===== src/rtl/fifo_rd_stream.sv =====
// Read-side drain stage: pops the async FIFO's fall-through port into a
// 2-entry buffer and presents the words on a valid/ready stream.
module fifo_rd_stream #(
  parameter int DATA_SIZE = 12,
  parameter int CNT_SIZE  = 16
) (
  input  logic                 rclk,
  input  logic                 rrst,
  input  logic                 rEmpty,
  input  logic [DATA_SIZE-1:0] rData,
  output logic                 rinc,
  input  logic                 flush,
  output logic                 out_valid,
  input  logic                 out_ready,
  output logic [DATA_SIZE-1:0] out_data,
  output logic [1:0]           buf_level,
  output logic [CNT_SIZE-1:0]  word_cnt
);

  logic [1:0]           lvl_q, lvl_d;
  logic [DATA_SIZE-1:0] head_q, head_d;
  logic [DATA_SIZE-1:0] tail_q, tail_d;
  logic [CNT_SIZE-1:0]  cnt_q, cnt_d;
  logic                 push_s;
  logic                 pop_s;

  // Pop decode uses only registered level and FIFO/flush inputs, never out_ready;
  // rrst gating keeps rinc low during reset even if rEmpty is not yet high.
  always_comb begin
    push_s = rrst & ~rEmpty & (lvl_q != 2'd2) & ~flush;
    pop_s  = (lvl_q != 2'd0) & out_ready;
  end

  // Buffer, level and handshake-counter next state.
  always_comb begin
    lvl_d  = lvl_q;
    head_d = head_q;
    tail_d = tail_q;
    cnt_d  = cnt_q;
    if (pop_s) begin
      cnt_d = cnt_q + {{(CNT_SIZE-1){1'b0}}, 1'b1};
    end else begin
      cnt_d = cnt_q;
    end
    case ({push_s, pop_s})
      2'b10: begin
        if (lvl_q == 2'd0) begin
          head_d = rData;
        end else begin
          tail_d = rData;
        end
        lvl_d = lvl_q + 2'd1;
      end
      2'b01: begin
        head_d = tail_q;
        lvl_d  = lvl_q - 2'd1;
      end
      2'b11: begin
        // New word queues behind the departing head, level unchanged.
        if (lvl_q == 2'd2) begin
          head_d = tail_q;
          tail_d = rData;
        end else begin
          head_d = rData;
        end
      end
      default: begin
        lvl_d = lvl_q;
      end
    endcase
    if (flush) begin
      lvl_d = 2'd0;
    end else begin
      lvl_d = lvl_d;
    end
  end

  // State registers.
  always_ff @(posedge rclk or negedge rrst) begin
    if (!rrst) begin
      lvl_q  <= 2'd0;
      head_q <= {DATA_SIZE{1'b0}};
      tail_q <= {DATA_SIZE{1'b0}};
      cnt_q  <= {CNT_SIZE{1'b0}};
    end else begin
      lvl_q  <= lvl_d;
      head_q <= head_d;
      tail_q <= tail_d;
      cnt_q  <= cnt_d;
    end
  end

  // Output mapping.
  always_comb begin
    rinc      = push_s;
    out_valid = (lvl_q != 2'd0);
    out_data  = head_q;
    buf_level = lvl_q;
    word_cnt  = cnt_q;
  end

endmodule


===== config.mk =====
export PLATFORM = sky130hd
export DESIGN_NAME = fifo_rd_stream
export DESIGN_NICKNAME = d
export VERILOG_FILES = /design/src/rtl/fifo_rd_stream.sv
export SDC_FILE = /design/constraint.sdc
export NUM_CORES = 1
export LEC_CHECK = 0
export ABC_AREA = 1
export BUFFER_PORTS_ARGS = -buffer_cell sky130_fd_sc_hd__buf_2
export CAP_MARGIN = 15
export CORE_MARGIN = 4
export CORE_UTILIZATION = 60
export CTS_BUF_LIST = sky130_fd_sc_hd__clkbuf_2
export CTS_CLUSTER_SIZE = 12
export DETAILED_ROUTE_END_ITERATION = 7
export GPL_ROUTABILITY_DRIVEN = 0
export HOLD_SLACK_MARGIN = 0.06
export PLACE_DENSITY = 0.95
export RECOVER_POWER = 50
export SYNTH_ARGS = -nofsm -noshare
export SYNTH_HDL_FRONTEND = slang
export SYNTH_SLANG_ARGS = --single-unit

===== constraint.sdc =====
create_clock -name rclk -period 4.2 [get_ports rclk]
set_input_delay 0.42 -clock rclk [delete_from_list [all_inputs] [get_ports rclk]]
set_output_delay 0.42 -clock rclk [all_outputs]
set_load 0.01 [all_outputs]

## Word-level counts from Yosys, hierarchy flattened

Index checks and enable logic that the tools add are counted.
Widths: inputs -> output; s select.

| word-level totals | value |
|---|---|
| register bits | 42 |
| input bits | 17 |
| logic and storage cells | 36 |

| cells by class | value |
|---|---|
| add/subtract/negate cells | 3 |
| equal/unequal tests | 8 |
| muxes and demuxes | 8 |
| bitwise gates (word level) | 6 |
| reduce and logical (&&, ||, !) cells | 7 |

Operators by type and width:

| kind | count |
|---|---|
| $mux 12 | 4 |
| $pmux 12 s3 | 1 |
| $pmux 12 s2 | 1 |
| $add 16x1->16 const B | 1 |
| $ne 2x2->1 const B | 4 |
| $eq 2x2->1 const B | 3 |
| $reduce_bool 3->1 | 2 |
| $and 1x1->1 | 4 |
| $pmux 2 s2 | 1 |
| $reduce_bool 2->1 | 2 |
| $reduce_and 3->1 | 1 |
| $add 2x1->2 const B | 1 |
| $eq 2x1->1 const B | 1 |
| $logic_not 2->1 | 1 |
| $mux 2 | 1 |
| $not 1->1 | 2 |
| $reduce_and 2->1 | 1 |
| $sub 2x1->2 const B | 1 |

## Depth between registers and ports, before layout

Gate-level depths: netlist (run 1).

| depth | value |
|---|---|
| depth after elaboration | 7 |
| mapped depth | 9 |

## Least setup slack after synthesis (run 1)

OpenSTA, ideal clock, no wires.

| path | value |
|---|---|
| path type | in2out |
| start | input flush |
| end | output rinc |
| arrival time | 1.101 ns |
| data required time | 3.780 ns |
| path slack | 2.679 ns |
| stages | 4 |
| cells stage by stage | inv_1 nand3_1 nor2_8 buf_4 |

| on the way | value |
|---|---|
| longest elaborated chain between the ends | 2 |

Ends and longest elaborated chain:

| what | line | RTL |
|---|---|---|
| from (decl) | 12 | `input logic flush,` |
| $not 1->1 | 30 | `push_s = rrst & ~rEmpty & (lvl_q != 2'd2) & ~flush;` |
| $and 1x1->1 | 30 |  |
| to (decl) | 11 | `output logic rinc,` |

Every way passes these cells.

==> results of run 1 <==
[synth_stat cells, types with 2 or more instances]
cell type	n
dfrtp_1	42
clkbuf_1	2
nor2_2	2
o21ai_0	5
nor2_1	18
inv_2	2
o21ai_1	12
nand2_1	133
buf_6	2
nand2_2	3
nand4_1	4
buf_4	3
buf_2	7
nand3b_1	2
nand3_1	58
xor2_1	7
inv_1	30
[what timing repair did]
action                    CTS  global route
gates resized for setup     0             0
hold buffers                1             0
hold endpoints to repair    3             0
[worst max path at each step]
| stage | slack (ns) | endpoint | from | cells past startpoint |
|---|---|---|---|---|
| global placement | 2.02 | out_data[10]$_DFFE_PN0P_ | buf_level[1]$_DFFE_PN0P_ | 7 |
| detailed placement | 1.95 | word_cnt[13]$_DFFE_PN0P_ | buf_level[1]$_DFFE_PN0P_ | 7 |
| global route | 1.11 | tail_q[0]$_DFFE_PN0P_ | rrst | 3 |
| floorplan | 2.68 | rinc | flush | 4 |
| CTS | 1.90 | rinc | buf_level[1]$_DFFE_PN0P_ | 4 |
| finish | 1.58 | tail_q[0]$_DFFE_PN0P_ | rrst | 3 |
[power by group through the flow]
stage	Sequential, mW	Combinational [mW]	Clock (mW)
after floorplan	0.688	0.398	0
after global placement	0.678	0.572	0
after detailed placement	0.685	0.595	0
after CTS	0.679	0.601	0.237
after global routing	0.705	0.651	0.254
final	0.687	0.584	0.237
[layout by cell type (no fill, tap or decap), drive strengths merged, types with 2 or more instances in the layout]
| cell | Yosys | final |
|---|---|---|
| nand3b | 2 | 2 |
| xor2 | 7 | 7 |
| o21ai | 17 | 17 |
| clkbuf | 2 | 24 |
| nand2 | 137 | 137 |
| nor2 | 22 | 22 |
| nand3 | 60 | 60 |
| inv | 33 | 33 |
| buf | 12 | 31 |
| dfrtp | 42 | 42 |
| nand4 | 4 | 4 |
[layer usage]
layer  share of wire  GRT usage
met1            0.44      0.353
met2            0.46      0.380
met3           0.091     0.0388
met4           0.014     0.0626
met5               0          0
[sequential cells by signal, summed over array words and instances (netlist names)]
name       flops
word_cnt      16
out_data      12
tail_q        12
buf_level      2
[tightest hold or removal path: stages]
cell and delay [ns]:
buf_2 0.11, inv_1 0.04, o21ai_1 0.07
[layout make-up]
| cell class | count | area, sq um |
|---|---|---|
| clock buffer | 6 | 30.0 |
| timing repair buffer | 50 | 233 |
| inverter | 33 | 126 |
| clock inverter | 2 | 37.5 |
| fill | 300 | 1070 |
| multi-input combinational | 254 | 1190 |
| tap | 48 | 60.1 |
| sequential | 42 | 1050 |
[logic make-up (layout without fill, tap and decap cells)]
| group | after synthesis | after routing | synth area share |
|---|---|---|---|
| buf+inv | 47 | 91 | 0.0871 |
| simple gates | 226 | 226 | 0.410 |
| compound gates | 19 | 19 | 0.0412 |
| xor+xnor | 8 | 8 | 0.0285 |
| flops | 42 | 42 | 0.428 |
| fa+ha+maj | 1 | 1 | 0.00509 |
==> reports/metrics.csv, run 1 <==
stage,metric,value,unit
flow_run,max cap viols,1,
clocking,TritonCTS buffer count,5,
finish,nets,404,
clocking,Post-CTS Setup Bufs,0,
power,leakage,1.47,nW
placement,placed instance area,0.00268,sq mm
logic_synthesis,Post-Syn Area,0.00246,sq mm
power,Psw,0.667,mW
setup_path,CP top delay family,buffers and inverters,
route,routed vias/inst,5.66,
clocking,CTS tree,done,
sta,post-route clock period utilization,0.623,
logic_synthesis,number of enable flip-flop cells after synthesis,0,
sta,final setup fails,0,
finish,share of post-route cells with drive strength above 1,0.140,
global_routing,initial antenna violation count,0,
power,Flop pwr share,0.455,
global_routing,first-pass GRT wire length,10.0,mm
finish,Non-Filler Instances,435,
sta,Hold Fails Final Rpt,0,
worst_hold_path,Cells on Worst Hold Path,3,
run_status,failing checks,"capacitance limit, slew limit",
sta,Max transition margin,-0.330,
power,switching share of power,0.442,
placement,PortBufs,48,
sta,max-slew violation count,40,
route,drt pass-1 iters,6,
power,VDD IR max,0.366,mV
sta,Worst Max-Slew Pin Slew,2.00,ns
sta,fin crit period,2.62,ns
logic_synthesis,Mapped Nets,361,
route,routed wire length,6.08,mm
placement,Place WS,1.95,ns
clocking,CTS Buffer Depth,2,
logic_synthesis,sequential area share after synthesis,0.428,
setup_path,r2r worst-path depth,6,
logic_synthesis,Synth cell types,28,
global_routing,all-layer global routing usage,0.242,
power,power share of the combinational group,0.387,
sta,fin worst setup slack,1.58,ns
logic_synthesis,ys flop type,dfrtp_1,
finish,Area Growth Syn to Fin,11.1,%
logic_synthesis,Area contributors post-synth,"dfrtp_1 (43%), nand2_1 (20%), nand3_1 (12%)",
sta,Fin Hold WS,0.241,ns
setup_path,worst-path cell chain,dlygate4sd3_1 -> clkbuf_1 -> clkbuf_1,
global_routing,GRT overflow,0,
die,Die Width,72.0,um
global_routing,largest net degree at the start of global routing,40,
power,total power,1.51,mW
route,DRC Markers,0,
power,clock group share of total power,0.157,
clocking,Clock Sinks,42,
sta,Sum Neg Setup Slack,0,ns
setup_path,Buf/Inv on CP,3,
setup_path,r2r startpoint,buf_level[1]$_DFFE_PN0P_,
setup_path,CP Max Fanout,39,
setup_path,cell mode on critical path,clkbuf_1,
logic_synthesis,Post-synth ARST share,1.00,
finish,Final Instance Area,0.00273,sq mm
route,Vias,2462,
finish,antenna cells,0,
finish,Finished Core Util,0.719,
route,drt wl/cell,14.0,um
setup_path,Critical Path RT,4.36,ns
setup_path,CP startpoint kind,input pin,
setup_path,Worst setup EP type,asynchronous set/reset pin,
setup_path,kind of critical path,in2async,
sta,RSZ-0062 raised after global routing,false,
setup_path,Critical Path Slowest Stage Cell,clkbuf_1,
clocking,H-tree depth,2,
die,IO Pins,49,
die,Initial Util,0.647,
worst_hold_path,hold path startpoint,rData[8],
placement,dpl cells,426,
sta,highest clock rate,382,MHz
die,die footprint,0.00518,sq mm
logic_synthesis,cell taking the most area after synthesis,dfrtp_1,
logic_synthesis,Synth Instances,343,
setup_path,biggest cell delay along the critical path,1.48,ns
die,core box area,0.00380,sq mm
global_routing,vias in the first global route,2161,
placement,HPWL after DPL,4.23,mm
worst_hold_path,Hold Path End,tail_q[8]$_DFFE_PN0P_,
setup_path,Worst Path Arrival,2.78,ns
clocking,clock-pin slew on the worst setup and hold paths,0.22,ns
run_status,status,finished with violations,
logic_synthesis,top cell type's share of synthesized area,0.428,
logic_synthesis,Seq cells post-synth,42,
setup_path,"setup slack, reg-to-reg",1.89,ns
worst_hold_path,worst min path class,in2reg,
die,Die Y,72.0,um
power,Internal,0.841,mW
route,Routed Antenna Nets,0,
clocking,root buf cell,clkbuf_2,
clocking,clk_lat worst skew,0.41,ns
die,Rows,22,
sta,clock skew,0.0215,ns
route,DRT iter0 DRCs,334,
setup_path,RR Endpoint,out_data[11]$_DFFE_PN0P_,
logic_synthesis,Ys Warns,0,
power,power density cells,552,mW/mm^2
logic_synthesis,mean area per synthesized cell,7.16,sq um
Note: power is estimated with default switching activity, not from simulation.
==> run 2: changes to the inputs <==
- ABC_AREA: 1 -> 0
- CORE_UTILIZATION: 60 -> 54
- PLACE_DENSITY: 0.95 -> 0.93
- clock period: 4.2 -> 2.59 ns (I/O delays scaled with it)
==> run 2 against run 1 <==
The flow now finishes without violations. Sequential cell count unchanged. Worst setup slack lost 1.1 ns. Critical path depth grew 3. Count of clock-buffer cells in the layout grew 1.
==> reports/metrics.csv, run 2 <==
stage,metric,value,unit,change
run_status,status,"complete, no violations",,
die,IO Pins,49,,unchanged
die,Die Y,66.6,um,-7.5%
logic_synthesis,Post-synth ARST share,1.00,,unchanged
setup_path,CP top delay family,compound AO/OA/AOI/OAI gates,,
route,routed vias/inst,5.17,,-8.6%
clocking,clock-pin slew on the worst setup and hold paths,0.20,ns,-0.02 ns
route,Vias,1365,,-45%
finish,antenna cells,0,,unchanged
route,routed wire length,3.72,mm,-39%
setup_path,r2r startpoint,buf_level[1]$_DFFE_PN0P_,,
clocking,PostCTS Resize Cnt,0,,unchanged
finish,register area,0.00105,sq mm,unchanged
sta,final setup fails,0,,unchanged
route,DRC Markers,0,,unchanged
power,power density cells,687,mW/mm^2,+24%
setup_path,"setup slack, reg-to-reg",0.60,ns,-1.29 ns
global_routing,initial antenna violation count,0,,unchanged
global_routing,first-pass GRT wire length,6.29,mm,-37%
logic_synthesis,ys flop type,dfrtp_1,,
power,switching share of power,0.315,,-0.127
route,drt wl/cell,14.1,um,+0.83%
logic_synthesis,Seq cells post-synth,42,,unchanged
logic_synthesis,Synth Instances,165,,-52%
die,Die Width,66.6,um,-7.5%
logic_synthesis,top post-synthesis cells by count,"dfrtp_1 (42), nor2_1 (29), nand2_1 (14)",,
setup_path,r2r worst-path depth,4,,-2
power,Psw,0.469,mW,-30%
setup_path,Worst Path Arrival,2.48,ns,-0.30 ns
finish,share of post-route cells with drive strength above 1,0.271,,+0.131
die,die footprint,0.00443,sq mm,-15%
setup_path,CP Max Fanout,12,,-69%
finish,"most common cell after layout, fill and taps aside",dfrtp_1,,
logic_synthesis,top-count cell post-synth,dfrtp_1,,
clocking,TritonCTS buffer count,5,,unchanged
sta,post-route clock period utilization,0.831,,
setup_path,CP startpoint kind,input pin,,
logic_synthesis,Ys Warns,0,,unchanged
route,DRT iter0 DRCs,93,,-72%
die,Rows,21,,-4.5%
die,core box area,0.00334,sq mm,-12%
clocking,Clock Sinks,42,,unchanged
setup_path,CP startpoint,rrst,,
finish,nets,236,,-42%
power,leakage,1.11,nW,-24%
setup_path,RR Endpoint,out_data[8]$_DFFE_PN0P_,,
sta,RSZ-0062 raised after global routing,false,,
setup_path,kind of critical path,in2reg,,
clocking,H-tree depth,2,,unchanged
route,Routed Antenna Nets,0,,unchanged
worst_hold_path,worst min path class,in2reg,,
setup_path,Critical Path Slowest Stage Cell,o21ai_1,,
logic_synthesis,cell taking the most area after synthesis,dfrtp_1,,
setup_path,Crit path depth,6,,+3
sta,highest clock rate,465,MHz,
global_routing,all-layer global routing usage,0.194,,-0.0489
power,total power,1.49,mW,-1.3%
sta,Sum Neg Setup Slack,0,ns,unchanged
power,VDD IR max,0.349,mV,-4.7%
sta,clock skew,0.0218,ns,+0.000290 ns
logic_synthesis,mean area per synthesized cell,11.2,sq um,+57%
clocking,Post-CTS Setup Bufs,0,,unchanged
global_routing,GRT overflow,0,,unchanged
global_routing,vias in the first global route,1331,,-38%
logic_synthesis,Area contributors post-synth,"dfrtp_1 (57%), mux2_4 (8.1%), nor2_1 (5.9%)",,
power,Flop pwr share,0.592,,+0.137
clocking,clk_lat worst skew,0.39,ns,-0.02 ns
logic_synthesis,number of enable flip-flop cells after synthesis,0,,unchanged
finish,Area Growth Syn to Fin,17.0,%,
logic_synthesis,Post-Syn Area,0.00185,sq mm,-25%
clocking,CTS Buffer Depth,2,,unchanged
finish,footprint of the multi-input gates,754,sq um,-37%
logic_synthesis,Mapped Nets,183,,-49%
setup_path,Buf/Inv on CP,2,,-1
setup_path,Critical Path RT,2.92,ns,-1.44 ns
power,Internal,1.02,mW,+21%
setup_path,Critical Path End,out_data[8]$_DFFE_PN0P_,,
setup_path,worst-path cell chain,dlygate4sd3_1 -> clkbuf_1 -> or3b_4 -> o21ai_1 -> o22ai_1 -> nor2_1,,
logic_synthesis,top cell type's share of synthesized area,0.568,,+0.140
sta,Hold Fails Final Rpt,0,,unchanged
logic_synthesis,sequential area share after synthesis,0.568,,+0.140
logic_synthesis,Synth cell types,31,,+11%
sta,max-slew violation count,0,,-100%
sta,Max transition margin,0.385,,+0.715
power,power share of the combinational group,0.231,,-0.156
finish,most frequent cells in the layout,"dfrtp_1 (42), buf_2 (34), nor2_1 (29), nand2_1 (14), clkbuf_1 (14)",,
sta,fin crit period,2.15,ns,
sta,Worst Max-Slew Pin Slew,0.916,ns,-1.08 ns
setup_path,Worst setup EP type,flip-flop,,
clocking,CTS tree,done,,
route,drt pass-1 iters,4,,-2
finish,max reg flops,16,,unchanged
flow_run,max cap viols,0,,-1
finish,Fillers,286,,-4.7%
placement,HPWL after DPL,2.67,mm,-37%
die,Initial Util,0.555,,-0.0920
setup_path,biggest cell delay along the critical path,0.74,ns,-0.74 ns
global_routing,largest net degree at the start of global routing,45,,+13%
placement,PortBufs,48,,unchanged
clocking,root buf cell,clkbuf_2,,
power,clock group share of total power,0.177,,+0.020
run 2: changes by cell type in the layout (fill, tap and decap cells not counted), sizes merged, moves of 5 or more:
cell   change
inv       -30
nor2       +7
nand3     -56
o22ai     +12
nand2    -123
mux2      +12
xnor2      +8
buf        +5
o21ai     -11
run 2: per-stage QoR:
step	util	cell area, sq um	setup slack, ns	hold slack, ns	instances
after floorplan	-	1850	1.01	-0.0366	165
after global placement	0.638	2130	0.731	0.412	255
after detailed placement	0.638	2130	0.646	0.411	255
after CTS	0.655	2180	0.541	0.0804	264
after global routing	0.649	2170	0.355	0.0684	264
final	0.649	2170	0.437	0.102	264
run 2: area by class of cell:
| class | count | area share |
|---|---|---|
| Clock buffer | 7 | 0.0162 |
| Inverter | 3 | 0.00520 |
| Multi-Input combinational cell | 114 | 0.348 |
| Sequential cell | 42 | 0.485 |
| Tap cell | 46 | 0.0266 |
| Timing Repair Buffer | 52 | 0.119 |
run 2: worst min path at each step:
| stage | start | to | slack (ns) | depth (start not counted) |
|---|---|---|---|---|
| finish | rData[2] | tail_q[2]$_DFFE_PN0P_ | 0.10 | 2 |
| global route | rData[3] | tail_q[3]$_DFFE_PN0P_ | 0.07 | 2 |
| CTS | rData[3] | tail_q[3]$_DFFE_PN0P_ | 0.08 | 2 |
| detailed placement | rrst | word_cnt[13]$_DFFE_PN0P_ | 0.41 | 2 |
| global placement | rrst | word_cnt[11]$_DFFE_PN0P_ | 0.41 | 2 |
| floorplan | rrst | buf_level[0]$_DFFE_PN0P_ | -0.04 | 0 |
run 2: power groups by stage:
stage          Combinational [mW]  Clock, mW  Sequential [mW]
4_1_cts                     0.362      0.270            0.879
6_report                    0.344      0.264            0.881
3_3_place_gp                0.348          0            0.885
3_5_place_dp                0.361          0            0.890
5_1_grt                     0.384      0.299            0.901
2_1_floorplan               0.176          0            0.912
run 2: logic make-up after synthesis:
logic type,share of synthesized area
buffers and inverters,0.0250
XOR/XNOR,0.0709
AO/OA/AOI/OAI,0.0777
AND/OR/NAND/NOR,0.159
flip-flops,0.568
multiplexers,0.0932
adder cells (fa/ha/maj),0.00676
run 2: metal layers:
| metal | global-route usage | vias to the layer above | routed length (um) |
|---|---|---|---|
| met5 | 0 | - | 0 |
| met3 | 0.0523 | 5 | 154 |
| met1 | 0.260 | 658 | 1720 |
| li1 | - | 673 | - |
| met2 | 0.301 | 29 | 1790 |
| met4 | 0.0685 | 0 | 57 |
run 2: timing repair:
item                                   in CTS  in global routing
setup endpoints to repair                   0                  0
hold buffers                                2                  0
endpoints found under the hold margin      44                  0
==> run 3: changes to the inputs <==
- clock period: 2.59 -> 2.1 ns (I/O delays scaled with it)
==> run 3 against run 2 <==
Register-to-register slack lost 0.17 ns. Final area grew 6.1%. Via count grew 5.1%. Clock skew grew 0.0052 ns. Count of clock-buffer cells in the layout shrank 1. Sequential share of layout area shrank 2.8 points. Critical path type unchanged. Highest routed layer unchanged.
==> reports/metrics.csv, run 3 (same netlist as run 2, synthesis figures left out) <==
stage,metric,value,unit,change
placement,dpl cells,256,,+0.39%
setup_path,kind of critical path,in2reg,,
global_routing,vias in the first global route,1400,,+5.2%
clocking,H-tree depth,2,,unchanged
die,IO Pins,49,,unchanged
die,Rows,21,,unchanged
clocking,Clock Sinks,42,,unchanged
finish,max reg flops,16,,unchanged
clocking,clock-pin slew on the worst setup and hold paths,0.20,ns,about the same
die,Die Width,66.6,um,unchanged
route,Routed Antenna Nets,0,,unchanged
sta,Worst Max-Slew Pin Slew,0.518,ns,-0.398 ns
setup_path,Critical Path RT,2.37,ns,-0.55 ns
global_routing,met2 usage,0.319,,+0.0186
global_routing,first-pass GRT wire length,6.56,mm,+4.2%
setup_path,r2r worst-path depth,4,,unchanged
sta,post-route clock period utilization,0.889,,
sta,highest clock rate,536,MHz,
finish,footprint of the multi-input gates,754,sq um,unchanged
global_routing,initial antenna violation count,0,,unchanged
placement,PortBufs,48,,unchanged
sta,clock skew,0.0270,ns,+0.00519 ns
route,drt wl/cell,14.2,um,+0.78%
clocking,"Hold-fix buffers, CTS",9,,+7
finish,share of post-route cells with drive strength above 1,0.259,,-0.0120
sta,max-slew violation count,0,,unchanged
run_status,status,"complete, no violations",,
setup_path,worst-path cell chain,dlygate4sd3_1 -> clkbuf_1 -> or3b_4 -> or3_4 -> mux2_4,,
route,Vias,1434,,+5.1%
global_routing,all-layer global routing usage,0.198,,+0.00462
sta,Hold Fails Final Rpt,0,,unchanged
finish,most frequent cells in the layout,"dfrtp_1 (42), buf_2 (34), nor2_1 (29)",,
setup_path,RR Endpoint,word_cnt[15]$_DFFE_PN0P_,,
route,routed vias/inst,5.16,,-0.24%
finish,register area,0.00105,sq mm,unchanged
clocking,TritonCTS buffer count,5,,unchanged
worst_hold_path,Hold Path End,buf_level[1]$_DFFE_PN0P_,,
die,Initial Util,0.555,,unchanged
sta,fin crit period,1.87,ns,
sta,Sum Neg Setup Slack,0,ns,unchanged
route,drt pass-1 iters,4,,unchanged
setup_path,CP Max Fanout,12,,unchanged
setup_path,Buf/Inv on CP,2,,unchanged
route,routed wire length,3.95,mm,+6.1%
route,DRT iter0 DRCs,122,,+31%
power,power density cells,813,mW/mm^2,+18%
clocking,Post-CTS Setup Bufs,0,,unchanged
power,VDD IR max,0.478,mV,+37%
die,die footprint,0.00443,sq mm,unchanged
sta,RSZ-0062 raised after global routing,false,,
global_routing,GRT met1 Usage,0.257,,-0.00281
route,DRC Markers,0,,unchanged
finish,Fillers,263,,-8.0%
finish,Area Growth Syn to Fin,24.1,%,
finish,nets,249,,+5.5%
sta,Max transition margin,0.655,,+0.270
setup_path,Critical Path Slowest Stage Cell,dlygate4sd3_1,,
finish,antenna cells,0,,unchanged
die,core box area,0.00334,sq mm,unchanged
worst_hold_path,worst min path class,in2reg,,
setup_path,CP startpoint kind,input pin,,
setup_path,Worst Path Arrival,2.14,ns,-0.34 ns
clocking,CTS Buffer Depth,2,,unchanged
finish,"most common cell after layout, fill and taps aside",dfrtp_1,,
global_routing,met3 Use GR,0.0658,,+0.0135
setup_path,CP top delay family,simple AND/OR/NAND/NOR gates,,
setup_path,biggest cell delay along the critical path,0.53,ns,-0.21 ns
setup_path,"setup slack, reg-to-reg",0.43,ns,-0.17 ns
clocking,CTS tree,done,,
placement,HPWL after DPL,2.79,mm,+4.9%
setup_path,CP startpoint,rrst,,
worst_hold_path,Cells on Worst Hold Path,3,,+1
global_routing,most used routing layer,met2,,
global_routing,largest net degree at the start of global routing,45,,unchanged
power,leakage,1.17,nW,+5.1%
finish,Non-Filler Instances,278,,+5.3%
flow_run,max cap viols,0,,unchanged
worst_hold_path,hold path startpoint,out_ready,,
die,Die Y,66.6,um,unchanged
clocking,PostCTS Resize Cnt,0,,unchanged
sta,final setup fails,0,,unchanged
clocking,root buf cell,clkbuf_2,,
global_routing,GRT overflow,0,,unchanged
setup_path,Worst setup EP type,flip-flop,,
setup_path,r2r startpoint,buf_level[1]$_DFFE_PN0P_,,
clocking,clk_lat worst skew,0.38,ns,about the same
[run 3: worst max path at each step]
| stage | slack [ns] | cells after the start | endpoint |
|---|---|---|---|
| 2_1_floorplan | 0.52 | 6 | out_data[0]$_DFFE_PN0P_ |
| 3_3_place_gp | 0.47 | 4 | tail_q[8]$_DFFE_PN0P_ |
| 3_5_place_dp | 0.43 | 4 | word_cnt[15]$_DFFE_PN0P_ |
| 4_1_cts | 0.33 | 5 | tail_q[9]$_DFFE_PN0P_ |
| 5_1_grt | 0.17 | 7 | buf_level[1]$_DFFE_PN0P_ |
| 6_report | 0.23 | 5 | tail_q[6]$_DFFE_PN0P_ |
[run 3: final cells by class]
| cell class | count | share of cell area |
|---|---|---|
| Timing Repair Buffer | 65 | 0.168 |
| Clock buffer | 6 | 0.0131 |
| Inverter | 3 | 0.00490 |
| Clock inverter | 2 | 0.00381 |
| Tap cell | 46 | 0.0250 |
| Sequential cell | 42 | 0.457 |
| Multi-Input combinational cell | 114 | 0.328 |
[run 3: power by group]
| group | switching (mW) | leakage [nW] | total, mW | internal [mW] |
|---|---|---|---|---|
| registers | 0.124 | 0.526 | 1.09 | 0.961 |
| clock network | 0.249 | 0.0304 | 0.331 | 0.0821 |
| logic | 0.226 | 0.613 | 0.452 | 0.226 |
| total | 0.599 | 1.17 | 1.87 | 1.27 |
[run 3: worst min-delay path: cells and delay by family]
| kind | cells | cell delay (ns) |
|---|---|---|
| buffers and inverters | 1 | 0.16 |
| AND/OR/NAND/NOR | 1 | 0.04 |
| AO/OA/AOI/OAI | 1 | 0.14 |
[run 3: per-stage QoR]
step | total power, mW | cell area, sq um | utilization | setup WS (ns) | hold slack, ns
2_1_floorplan | 1.34 | 1850 | - | 0.516 | -0.0856
3_3_place_gp | 1.52 | 2140 | 0.640 | 0.473 | 0.354
3_5_place_dp | 1.55 | 2140 | 0.640 | 0.432 | 0.357
4_1_cts | 1.88 | 2270 | 0.679 | 0.325 | 0.0666
5_1_grt | 1.98 | 2300 | 0.689 | 0.166 | 0.144
6_report | 1.87 | 2300 | 0.689 | 0.234 | 0.177
[run 3: layer usage]
metal  vias up  share of wire
li1        700              -
met1       704           0.44
met2        28           0.51
met3         2          0.039
met4         0         0.0066
met5         -              0
